File: src/rtl/ifq_pkg.sv
// Shared definitions for the instruction-fetch queue: default sizes, the FIFO entry layout and the FSM states.
package ifq_pkg;

    localparam int IFQ_DEPTH = 4;
    localparam int IFQ_DW    = 32;

    typedef struct packed {
        logic [IFQ_DW-1:0] pc;
        logic [IFQ_DW-1:0] instr;
    } ifq_entry_t;

    typedef enum logic [1:0] {
        ST_BOOT   = 2'd0,
        ST_RUN    = 2'd1,
        ST_HALTED = 2'd2
    } ifq_state_e;

endpackage

File: src/rtl/ifq_fifo.sv
// Synchronous FIFO of fetch entries with occupancy count and a synchronous clear.
// Latency: a pushed entry reaches the head output on the cycle after the write edge.
// Backpressure: none internally; push while full without a pop is dropped, clear overrides push and pop.
module ifq_fifo
    import ifq_pkg::*;
#(
    parameter int DEPTH = IFQ_DEPTH,
    parameter int W     = $bits(ifq_entry_t)
) (
    input  logic                   clk,
    input  logic                   reset,
    input  logic                   clear,
    input  logic                   push,
    input  logic [W-1:0]           push_dat,
    input  logic                   pop,
    output logic [W-1:0]           head_dat,
    output logic [$clog2(DEPTH):0] count,
    output logic                   empty,
    output logic                   full
);

    localparam int AW = $clog2(DEPTH);

    logic [W-1:0]  mem_q [DEPTH];
    logic [W-1:0]  mem_d [DEPTH];
    logic [AW-1:0] wr_ptr_q, wr_ptr_d;
    logic [AW-1:0] rd_ptr_q, rd_ptr_d;
    logic [AW:0]   count_q, count_d;
    logic          do_push, do_pop;

    always_comb begin
        mem_d    = mem_q;
        wr_ptr_d = wr_ptr_q;
        rd_ptr_d = rd_ptr_q;
        count_d  = count_q;
        do_pop   = pop & ~clear & (count_q != '0);
        do_push  = push & ~clear & ((count_q != (AW+1)'(DEPTH)) | do_pop);
        if (clear) begin
            wr_ptr_d = '0;
            rd_ptr_d = '0;
            count_d  = '0;
        end else begin
            if (do_push) begin
                mem_d[wr_ptr_q] = push_dat;
                wr_ptr_d        = wr_ptr_q + AW'(1);
            end
            if (do_pop) begin
                rd_ptr_d = rd_ptr_q + AW'(1);
            end
            count_d = count_q + (AW+1)'(do_push) - (AW+1)'(do_pop);
        end
    end

    always_ff @(posedge clk or negedge reset) begin
        if (!reset) begin
            for (int i = 0; i < DEPTH; i++) begin
                mem_q[i] <= '0;
            end
            wr_ptr_q <= '0;
            rd_ptr_q <= '0;
            count_q  <= '0;
        end else begin
            mem_q    <= mem_d;
            wr_ptr_q <= wr_ptr_d;
            rd_ptr_q <= rd_ptr_d;
            count_q  <= count_d;
        end
    end

    assign head_dat = mem_q[rd_ptr_q];
    assign count    = count_q;
    assign empty    = (count_q == '0);
    assign full     = (count_q == (AW+1)'(DEPTH));

endmodule

File: src/rtl/ifetch_queue.sv
// Instruction fetch: issues imem reads from pc_in and queues {pc, instr} for decode (IFETCH_QUEUE_BYPASS_EN adds empty-queue bypass).
// Latency: issue in N, out_valid in N+2 (N+1 with bypass).
// Backpressure: issue only while queued + in-flight entries fit after this cycle's pop; pc_advance follows issue.
module ifetch_queue
    import ifq_pkg::*;
#(
    parameter int DEPTH = IFQ_DEPTH,
    parameter int DW    = IFQ_DW
) (
    input  logic                   clk,
    input  logic                   reset,
    input  logic [DW-1:0]          pc_in,
    output logic                   pc_advance,
    output logic                   imem_req,
    output logic [DW-1:0]          imem_addr,
    input  logic [DW-1:0]          imem_rdata,
    input  logic                   flush,
    input  logic                   halt,
    output logic                   out_valid,
    input  logic                   out_ready,
    output logic [DW-1:0]          out_instr,
    output logic [DW-1:0]          out_pc,
    output logic [$clog2(DEPTH):0] out_count
);

    localparam int CW = $clog2(DEPTH) + 1;

    typedef struct packed {
        logic [DW-1:0] pc;
        logic [DW-1:0] instr;
    } entry_t;

    ifq_state_e    state_q, state_d;
    logic          inflight_q, inflight_d;
    logic [DW-1:0] inflight_pc_q, inflight_pc_d;

    entry_t        push_ent, head_ent;
    logic          fifo_push, fifo_pop, fifo_empty, fifo_full;
    logic [CW-1:0] fifo_count;
    logic          ret, wr_ret, pop, issue;
    logic [CW:0]   occ;
`ifdef IFETCH_QUEUE_BYPASS_EN
    logic          byp;
`endif

    ifq_fifo #(
        .DEPTH (DEPTH),
        .W     ($bits(entry_t))
    ) u_fifo (
        .clk      (clk),
        .reset    (reset),
        .clear    (flush),
        .push     (fifo_push),
        .push_dat (push_ent),
        .pop      (fifo_pop),
        .head_dat (head_ent),
        .count    (fifo_count),
        .empty    (fifo_empty),
        .full     (fifo_full)
    );

    always_comb begin
        ret = inflight_q & ~flush;
`ifdef IFETCH_QUEUE_BYPASS_EN
        // Returning data is shown directly when nothing older is queued.
        byp       = ret & fifo_empty;
        out_valid = ~fifo_empty | byp;
        out_pc    = fifo_empty ? (byp ? inflight_pc_q : '0) : head_ent.pc;
        out_instr = fifo_empty ? (byp ? imem_rdata : '0) : head_ent.instr;
        wr_ret    = ret & ~(byp & out_ready);
`else
        out_valid = ~fifo_empty;
        out_pc    = fifo_empty ? '0 : head_ent.pc;
        out_instr = fifo_empty ? '0 : head_ent.instr;
        wr_ret    = ret;
`endif
        pop       = out_valid & out_ready;
        fifo_pop  = pop & ~fifo_empty;
        fifo_push = wr_ret & (~fifo_full | fifo_pop);
        push_ent  = '{pc: inflight_pc_q, instr: imem_rdata};
        // The in-flight fetch already owns a slot, so it counts against capacity.
        occ       = {1'b0, fifo_count} + (CW+1)'(inflight_q) - (CW+1)'(pop);
        issue     = (state_q == ST_RUN) & ~halt & ~flush & (occ < (CW+1)'(DEPTH));
    end

    always_comb begin
        state_d       = state_q;
        inflight_d    = issue;
        inflight_pc_d = issue ? pc_in : inflight_pc_q;
        case (state_q)
            ST_BOOT:   state_d = ST_RUN;
            ST_RUN:    if (halt & ~flush) state_d = ST_HALTED;
            ST_HALTED: if (flush | ~halt) state_d = ST_RUN;
            default:   state_d = ST_BOOT;
        endcase
    end

    always_ff @(posedge clk or negedge reset) begin
        if (!reset) begin
            state_q       <= ST_BOOT;
            inflight_q    <= 1'b0;
            inflight_pc_q <= '0;
        end else begin
            state_q       <= state_d;
            inflight_q    <= inflight_d;
            inflight_pc_q <= inflight_pc_d;
        end
    end

    assign imem_req   = issue;
    assign pc_advance = issue;
    assign imem_addr  = pc_in;
    assign out_count  = fifo_count;

endmodule

File: config.mk
export PLATFORM = sky130hd
export DESIGN_NAME = ifetch_queue
export DESIGN_NICKNAME = d
export VERILOG_FILES = /design/src/rtl/ifq_pkg.sv /design/src/rtl/ifq_fifo.sv /design/src/rtl/ifetch_queue.sv
export SDC_FILE = /design/constraint.sdc
export NUM_CORES = 1
export LEC_CHECK = 0
export CORE_ASPECT_RATIO = 0.8
export CORE_UTILIZATION = 51
export CTS_CLUSTER_DIAMETER = 50
export DETAILED_ROUTE_END_ITERATION = 7
export GPL_ROUTABILITY_DRIVEN = 0
export PLACE_DENSITY = 0.8
export SLEW_MARGIN = 20
export SYNTH_ARGS = -nofsm -noshare
export SYNTH_HDL_FRONTEND = slang
export SYNTH_SLANG_ARGS = --single-unit
File: constraint.sdc
create_clock -name clk -period 2.83 [get_ports clk]
set_input_delay 0.283 -clock clk [delete_from_list [all_inputs] [get_ports clk]]
set_output_delay 0.283 -clock clk [all_outputs]
set_load 0.01 [all_outputs]
# --- Word-level counts from Yosys, hierarchy flattened ---
# Cells that the tools add are included.
word_totals:
  register_bits: 298
  input_bits: 69
  word_cells: 71
op_classes:
  add_sub_neg: 6
  magnitude_cmp: 4
  eq_ne: 6
  muxes: 16
  bitwise: 21
  reduce_logical: 8
op_table:
  columns: ["cell", "count"]
  rows:
  - ["$bwmux 256", 1]
  - ["$mux 64", 3]
  - ["$bmux 64 s2", 1]
  - ["$demux 64 s2", 1]
  - ["$mux 32", 2]
  - ["$and 1x1->1", 12]
  - ["$mux 2", 6]
  - ["$ge 3x3->1 const B", 2]
  - ["$not 2->3", 2]
  - ["$pmux 2 s3", 1]
  - ["$add 2x1->2 const B", 2]
  - ["$add 3x1->4", 1]
  - ["$lt 4x3->1 const B", 1]
  - ["$not 1->1", 4]
  - ["$reduce_and 2->1", 2]
  - ["$reduce_bool 2->1", 2]
  - ["$sub 4x1->4", 1]
  - ["$add 3x1->3", 1]
  - ["$eq 3x3->1 const B", 1]
  - ["$logic_not 3->1", 1]
  - ["$lt 3x1->1 const B", 1]
  - ["$mux 3", 1]
  - ["$ne 3x3->1 const B", 1]
  - ["$or 1x1->1", 3]
  - ["8 further kinds", 8]

# --- Longest topological paths before layout ---
# Gate-level depths: netlist of run 1.
depth:
  word_depth: 11
  ltp_mapped: 11
  ltp_nobuf: 10

# --- Hierarchy ---
# Synthesis of run 1 repeated with hierarchy kept, for this count alone.
hier_totals:
  hier_cells: 862
  hier_area_um2: 14199.9
by_module_without_submodules:
  columns: ["module", "n_inst", "cells_per_inst", "area_per_inst_um2", "seq_area_each_um2"]
  rows:
  - ["ifq_fifo", 1, 663, 12082.8, 6581.3]
  - ["ifetch_queue", 1, 199, 2117.0, 875.8]

# --- Worst setup path before layout of run 1 ---
# Ideal clock, no wire load.
synth_path:
  path_type: "register to output"
  start: "register u_fifo.count_q[1], in the netlist u_fifo.count[1]"
  end: "output port pc_advance"
  arrival_ps: 2548
  t_required_ps: 2547
  path_slack_ps: -1
  path_stages_with_launch: 12
  path_cell_list: "dfrtp_1 > or3_1 > and2_1 > ha_1 > inv_1 > ha_1 > and3b_1 > o21ai_0 > nand3_1 > clkbuf_1 > and2_1 > buf_4"
synth_between:
  elab_chain_cells: 6
synth_lines:
  columns: ["item", "line_no", "rtl"]
  rows:
  - ["start: declaration", "ifq_fifo.sv:28", "logic [AW:0] count_q, count_d;"]
  - ["start signal: assignment", "ifq_fifo.sv:66", "count_q <= count_d;"]
  - ["branches (longest 3 deep; another with $add 3x1->4)", null, null]
  - ["$sub 4x1->4 *", "ifetch_queue.sv:82", "occ = {1'b0, fifo_count} + (CW+1)'(inflight_q) - (CW+1)'(pop);"]
  - ["$lt 4x3->1 *", "ifetch_queue.sv:83", "issue = (state_q == ST_RUN) & ~halt & ~flush & (occ < (CW+1)'(DEPTH));"]
  - ["$and 1x1->1 *", "ifetch_queue.sv:83", null]
  - ["end: declaration", "ifetch_queue.sv:13", "output logic pc_advance,"]
# Mark *: on every way between the ends.

# --- Worst setup path in the final report of run 1 ---
layout_path:
  start: "register u_fifo.count_q[2], in the netlist u_fifo.count[2]"
  end: "output port pc_advance"
# The elaborated chain is that of the path after synthesis.

==> flow_metrics.tcl, run 1 <==
set metrics [dict create \
    synth_cell_types 34 \
    core_region_area_sq_mm 0.02653 \
    ir_worst_vdd_mv 0.6099 \
    hold_viol_final 0 \
    layout.cells.non_filler 1431 \
    crit_path_end_kind "output pin" \
    die_w_um 186.7 \
    final.setup.worst_slack_ns -0.07121 \
    cp_max_fo 3 \
    cts-root-buf "clkbuf_16" \
    detail_route.first_pass.iterations 4 \
    first_global_vias 8706 \
    dp_hpwl_um 18400 \
    fillers 1906 \
    final.min_clock_period_ns 2.901 \
    outcome "finished, violations left" \
    layout-drive-gt1-share 0.4022 \
    grt_setup_unrepaired "true" \
    dp.cells 1371 \
    cp.required_ns 2.55 \
    clock.fmax_ghz 0.3447 \
    die_area_sq_mm 0.02797 \
    vias_per_cell 5.742 \
    grt_max_degree 94 \
    final_core_util 0.6436 \
    async_flop_share 1.000 \
    rows 53 \
    tightest_slew_ns 0.7447 \
    hold_class "in2reg" \
    cts_buffer_depth 3 \
    antenna_found_initial 2 \
    fin_crit_sh 1.025 \
    vias 8217 \
    routed_wl_um 30740 \
    failed_checks "negative setup slack" \
    cts_made_buffers 29 \
    htree_levels 1 \
    dr.first_iter.drc_count 444 \
    ys_ff_latch 298 \
    insertion_delay_ns 0.55 \
    synth_top_area_cell "dfrtp_1" \
    start_util 0.5250 \
    area_growth_pct 22.61 \
    layout_commonest_cell "dfrtp_1" \
    slew_headroom 0.5014 \
    netlist_instances 902 \
    stdcell_area_sq_mm 0.01707 \
    nNetsFinal 1130 \
    place_area_sq_mm 0.01584 \
    synth_edf_count 0 \
    avgRoutedWirePerCell_um 21.48 \
    antenna_cells 0 \
    cp-start-kind "flip-flop" \
    synth.top_cell.area_share 0.5355 \
    die_height_um 149.8 \
    ys_top_cells_by_area "dfrtp_1 54%, mux2_2 21%, mux4_2 10%, and2_1 3.0%, clkbuf_8 2.4%" \
    drc 0 \
    synth_warnings 0 \
    globalRouteOverflowTotal 0 \
    ios 171 \
    grt_pass1_wl_um 48890 \
    arrival_ns 2.62 \
    path_clk_slew_ns 0.07 \
    synth-main-ff-cell "dfrtp_1" \
    fin_setup_tns_ns -0.1420 \
    setup_viol 2 \
    grtUsageTotal 0.2231 \
    syn_avg_cell_area_sq_um 15.44 \
    port-buffer-count 170 \
    cap_violations 0 \
    drtAntennaViolNets 0 \
    syn_area_sq_mm 0.01392 \
    clkSinkCount 298 \
    rrSetupSlack_ns 0.26 \
    p_leak_nw 8.162 \
    fin_skew_ns 0.01714 \
    critical_path_class "reg2out" \
    p_total_mw 15.73 \
    synth-seq-area-share 0.5355 \
    cts_tree "yes" \
    synthesis.nets 981 \
    pre_cts_slack_ns -0.1251 \
    powerDensity_mw_per_mm2 921.1 \
    hold-worst-slack_ns 0.3587 \
    slew_violations 0 \
    final_cell_mix "296 x dfrtp_1, 256 x mux2_2, 150 x clkdlybuf4s50_1" \
]
kinds of logic (layout without fill, tap and decap cells):
family                   Yosys count  count (layout)  share of synthesized area
AO/OA/AOI/OAI                     35              35                    0.02139
XOR/XNOR                           5               5                   0.003146
adder cells (fa/ha/maj)           10              10                   0.009525
buffers and inverters            103             275                    0.05463
flip-flops                       298             298                     0.5355
multiplexers                     321             321                     0.3113
AND/OR/NAND/NOR                  130             130                    0.06452
power breakdown:
group | switching, mW | internal (mW) | total, mW
logic | 2.37 | 3.19 | 5.56
registers | 0.706 | 5.33 | 6.03
clock network | 1.67 | 2.47 | 4.14
cell usage after synthesis (all sizes together) (2+ instances only):
| cell | number |
|---|---|
| xnor2 | 3 |
| nand4 | 2 |
| nor2 | 7 |
| mux2 | 256 |
| nor2b | 3 |
| ha | 9 |
| mux4 | 64 |
| dfrtp | 298 |
| nand3 | 4 |
| o21ai | 2 |
| and4 | 32 |
| buf | 41 |
| a31o | 32 |
| nand2b | 2 |
| inv | 9 |
| xor2 | 2 |
| and2 | 66 |
| clkbuf | 53 |
| nor4b | 2 |
| nand2 | 6 |
| nor3b | 3 |
flip-flops by register name (all words and copies together) (netlist names):
| register | cells |
|---|---|
| inflight_pc_q | 32 |
| u_fifo.count | 3 |
| state_q | 2 |
| u_fifo.rd_ptr_q | 2 |
| u_fifo.mem_q | 256 |
| u_fifo.wr_ptr_q | 2 |
| inflight_q | 1 |
metal layers:
metal / share of wire / up-vias / track usage
li1: - / 3604 / -
met1: 0.45 / 4322 / 0.3164
met2: 0.47 / 243 / 0.3586
met3: 0.053 / 46 / 0.04456
met4: 0.017 / 2 / 0.05000
met5: 0.00042 / - / 0
critical path, stage by stage, from the launching register on:
cell	delay (ns)
dfrtp_1	0.38
or3_4	0.39
and2_4	0.16
ha_4	0.15
inv_2	0.06
ha_4	0.19
and3b_1	0.17
o21ai_1	0.12
nand3_1	0.12
and2_4	0.21
buf_6	0.12
final cells by class:
class                   count  area (sq um)  area share
flip-flops and latches    298          7462      0.4371
well taps                 357         446.7     0.02616
clock buffers              39         843.3     0.04940
multi-input cells         501          5762      0.3375
repair buffers            212          2328      0.1364
clock inverters            15         196.4     0.01151
inverters                   9         33.78    0.001979
what timing repair did:
item | in CTS | in global routing
hold buffers | 1 | 0
resized for setup | 21 | 19
buffers inserted | 0 | 2
endpoints found under the hold margin | 85 | 0
cloned | 0 | 3
pin swaps | 4 | 3
setup endpoints to repair | 40 | 32
final timing paths:
path / from / depth (start not counted) / end
worst min register to register: u_fifo.mem_q[48] / 1 / u_fifo.mem_q[48]
worst min-delay path: pc_in[27] / 2 / inflight_pc_q[27]
worst max register to register: u_fifo.count[2] / 11 / inflight_pc_q[13]
max in group asynchronous: reset / 3 / u_fifo.mem_q[127]
worst max-delay path: u_fifo.count[2] / 10 / pc_advance
min in group asynchronous: reset / 2 / u_fifo.mem_q[210]
Power figures use the tool's default switching activity.
==> inputs of run 2 (changes only) <==
CORE_UTILIZATION = 52   (was 51)
CTS_BUF_LIST = sky130_fd_sc_hd__clkbuf_8   (was not set)
PLACE_DENSITY = 0.81   (was 0.8)
==> run 2 against run 1 <==
The flow still finishes with violations (negative setup slack). Setup slack gained 0.019 ns. Count of clock-buffer cells in the layout grew 16. Clock skew is essentially flat. Worst hold slack lost 0.024 ns. Power shrank 5.6%. Global-route usage grew 0.12 points. First-iteration DRC count shrank 4.5%. Combinational power shrank 2%. Sequential power is essentially flat. Non-clock buffer count grew 7. Register-to-register slack gained 0.12 ns. Sequential cell count is the same.
==> flow_metrics.tcl, run 2 (synthesis gave the netlist of run 1 again) <==
set metrics [dict create \
    core_region_area_sq_mm 0.02626 \
    slew_headroom 0.4339 \
    cap_violations 0 \
    outcome "finished, violations left" \
    grtUsageTotal 0.2243 \
    layout_commonest_cell "dfrtp_1" \
    vias_per_cell 5.647 \
    drtAntennaViolNets 0 \
    stdcell_area_sq_mm 0.01692 \
    grt_max_degree 89 \
    final.setup.worst_slack_ns -0.05212 \
    ios 171 \
    first_global_vias 8896 \
    multi_input_area_sq_mm 0.005762 \
    port-buffer-count 170 \
    failed_checks "negative setup slack" \
    htree_levels 2 \
    die_height_um 148.4 \
    die_w_um 185.0 \
    largest_register_ffs 256 \
    grt_pass1_wl_um 47810 \
    cts_buffer_depth 3 \
    hold_class "in2async" \
    insertion_delay_ns 0.56 \
    final.min_clock_period_ns 2.882 \
    tightest_slew_ns 0.8454 \
    slew_violations 0 \
    routed_wl_um 30260 \
    arrival_ns 2.60 \
    grt_use_met2 0.3688 \
    clkSinkCount 298 \
    regMostFlops "u_fifo.mem_q" \
    rows 53 \
    cts-root-buf "clkbuf_8" \
    cp.required_ns 2.55 \
    die_area_sq_mm 0.02744 \
    avgRoutedWirePerCell_um 20.69 \
    p_total_mw 14.84 \
    path_clk_slew_ns 0.06 \
    regArea_sq_mm 0.007465 \
    grt_use_met1 0.3086 \
    clock.fmax_ghz 0.3470 \
    place_area_sq_mm 0.01587 \
    cp-start-kind "flip-flop" \
    grt_busiest_layer "met2" \
    antenna_cells 0 \
    fin_skew_ns 0.01676 \
    hold_viol_final 0 \
    globalRouteOverflowTotal 0 \
    grt_setup_unrepaired "true" \
    p_leak_nw 8.182 \
    start_util 0.5303 \
    dp_hpwl_um 17650 \
    detail_route.first_pass.iterations 4 \
    fin_setup_tns_ns -0.1038 \
    grtUsageMet3 0.04114 \
    fin_crit_sh 1.018 \
    crit_path_end_kind "output pin" \
    setup_viol 2 \
    dr.first_iter.drc_count 424 \
    critical_path_class "reg2out" \
    nNetsFinal 1155 \
    powerDensity_mw_per_mm2 877.4 \
    final_cell_mix "296 x dfrtp_1, 256 x mux2_2, 121 x clkdlybuf4s50_1" \
    cts_tree "yes" \
    layout-drive-gt1-share 0.4036 \
    cp_max_fo 3 \
    drc 0 \
    vias 8256 \
    ir_worst_vdd_mv 0.4668 \
    cts_made_buffers 47 \
    area_growth_pct 21.48 \
    antenna_found_initial 0 \
    hold-worst-slack_ns 0.3347 \
    fillers 1946 \
]
-- run 2: worst max-delay path, stage by stage (launching register included) --
cell	delay (ns)
dfrtp_1	0.38
or3_4	0.39
and2_4	0.16
ha_4	0.15
inv_2	0.05
ha_4	0.19
and3b_1	0.17
o21ai_1	0.12
nand3_1	0.12
and2_4	0.20
buf_6	0.12
-- run 2: layout make-up --
class                      count  area share
tap                          357     0.02641
sequential                   298      0.4413
multi-input combinational    501      0.3406
clock inverter                23    0.006287
clock buffer                  55     0.04475
timing repair buffer         219      0.1387
inverter                       9    0.001997
-- run 2: final timing paths --
check | end | cells past startpoint | startpoint | slack, ns
max in group asynchronous | u_fifo.mem_q[105] | 3 | reset | 1.61
worst min-delay path | u_fifo.mem_q[211] | 2 | reset | 0.33
min in group clk | inflight_pc_q[7] | 2 | pc_in[7] | 0.36
worst min register to register | u_fifo.mem_q[95] | 1 | u_fifo.mem_q[95] | 0.50
worst max-delay path | imem_req | 10 | u_fifo.count[1] | -0.05
worst max register to register | inflight_pc_q[0] | 11 | u_fifo.count[1] | 0.38
-- run 2: per-layer routing --
layer  vias up  routed length, um
met5         -                  0
met3        46               1487
met2       223              14680
met4         0                535
met1      4352              13560
li1       3635                  -
-- run 2: repair_timing --
action	CTS	global route
pin swaps	4	3
gates cloned	0	3
hold endpoints to repair	80	0
hold buffers	1	0
buffers inserted	1	9
gates resized for setup	62	5
endpoints found under the setup margin	49	25
-- run 2: report_power, final --
group	total [mW]	leakage [nW]	internal, mW	switching (mW)
sequential	6.02	3.99	5.33	0.685
combinational	5.43	3.68	3.08	2.35
clock	3.40	0.513	1.76	1.64
-- run 2: stage by stage --
step / setup slack [ns] / instances / util
2_1_floorplan: 0.03086 / 902 / -
3_3_place_gp: -0.08125 / 1370 / 0.6043
3_5_place_dp: -0.1168 / 1370 / 0.6043
4_1_cts: -0.06264 / 1450 / 0.6378
5_1_grt: -0.1449 / 1462 / 0.6442
6_report: -0.05212 / 1462 / 0.6442
==> inputs of run 3 (changes only) <==
CTS_CLUSTER_DIAMETER = 200   (was 50)
==> results of run 3 <==
Final layout, timing and power as in run 2 (identical DEF).
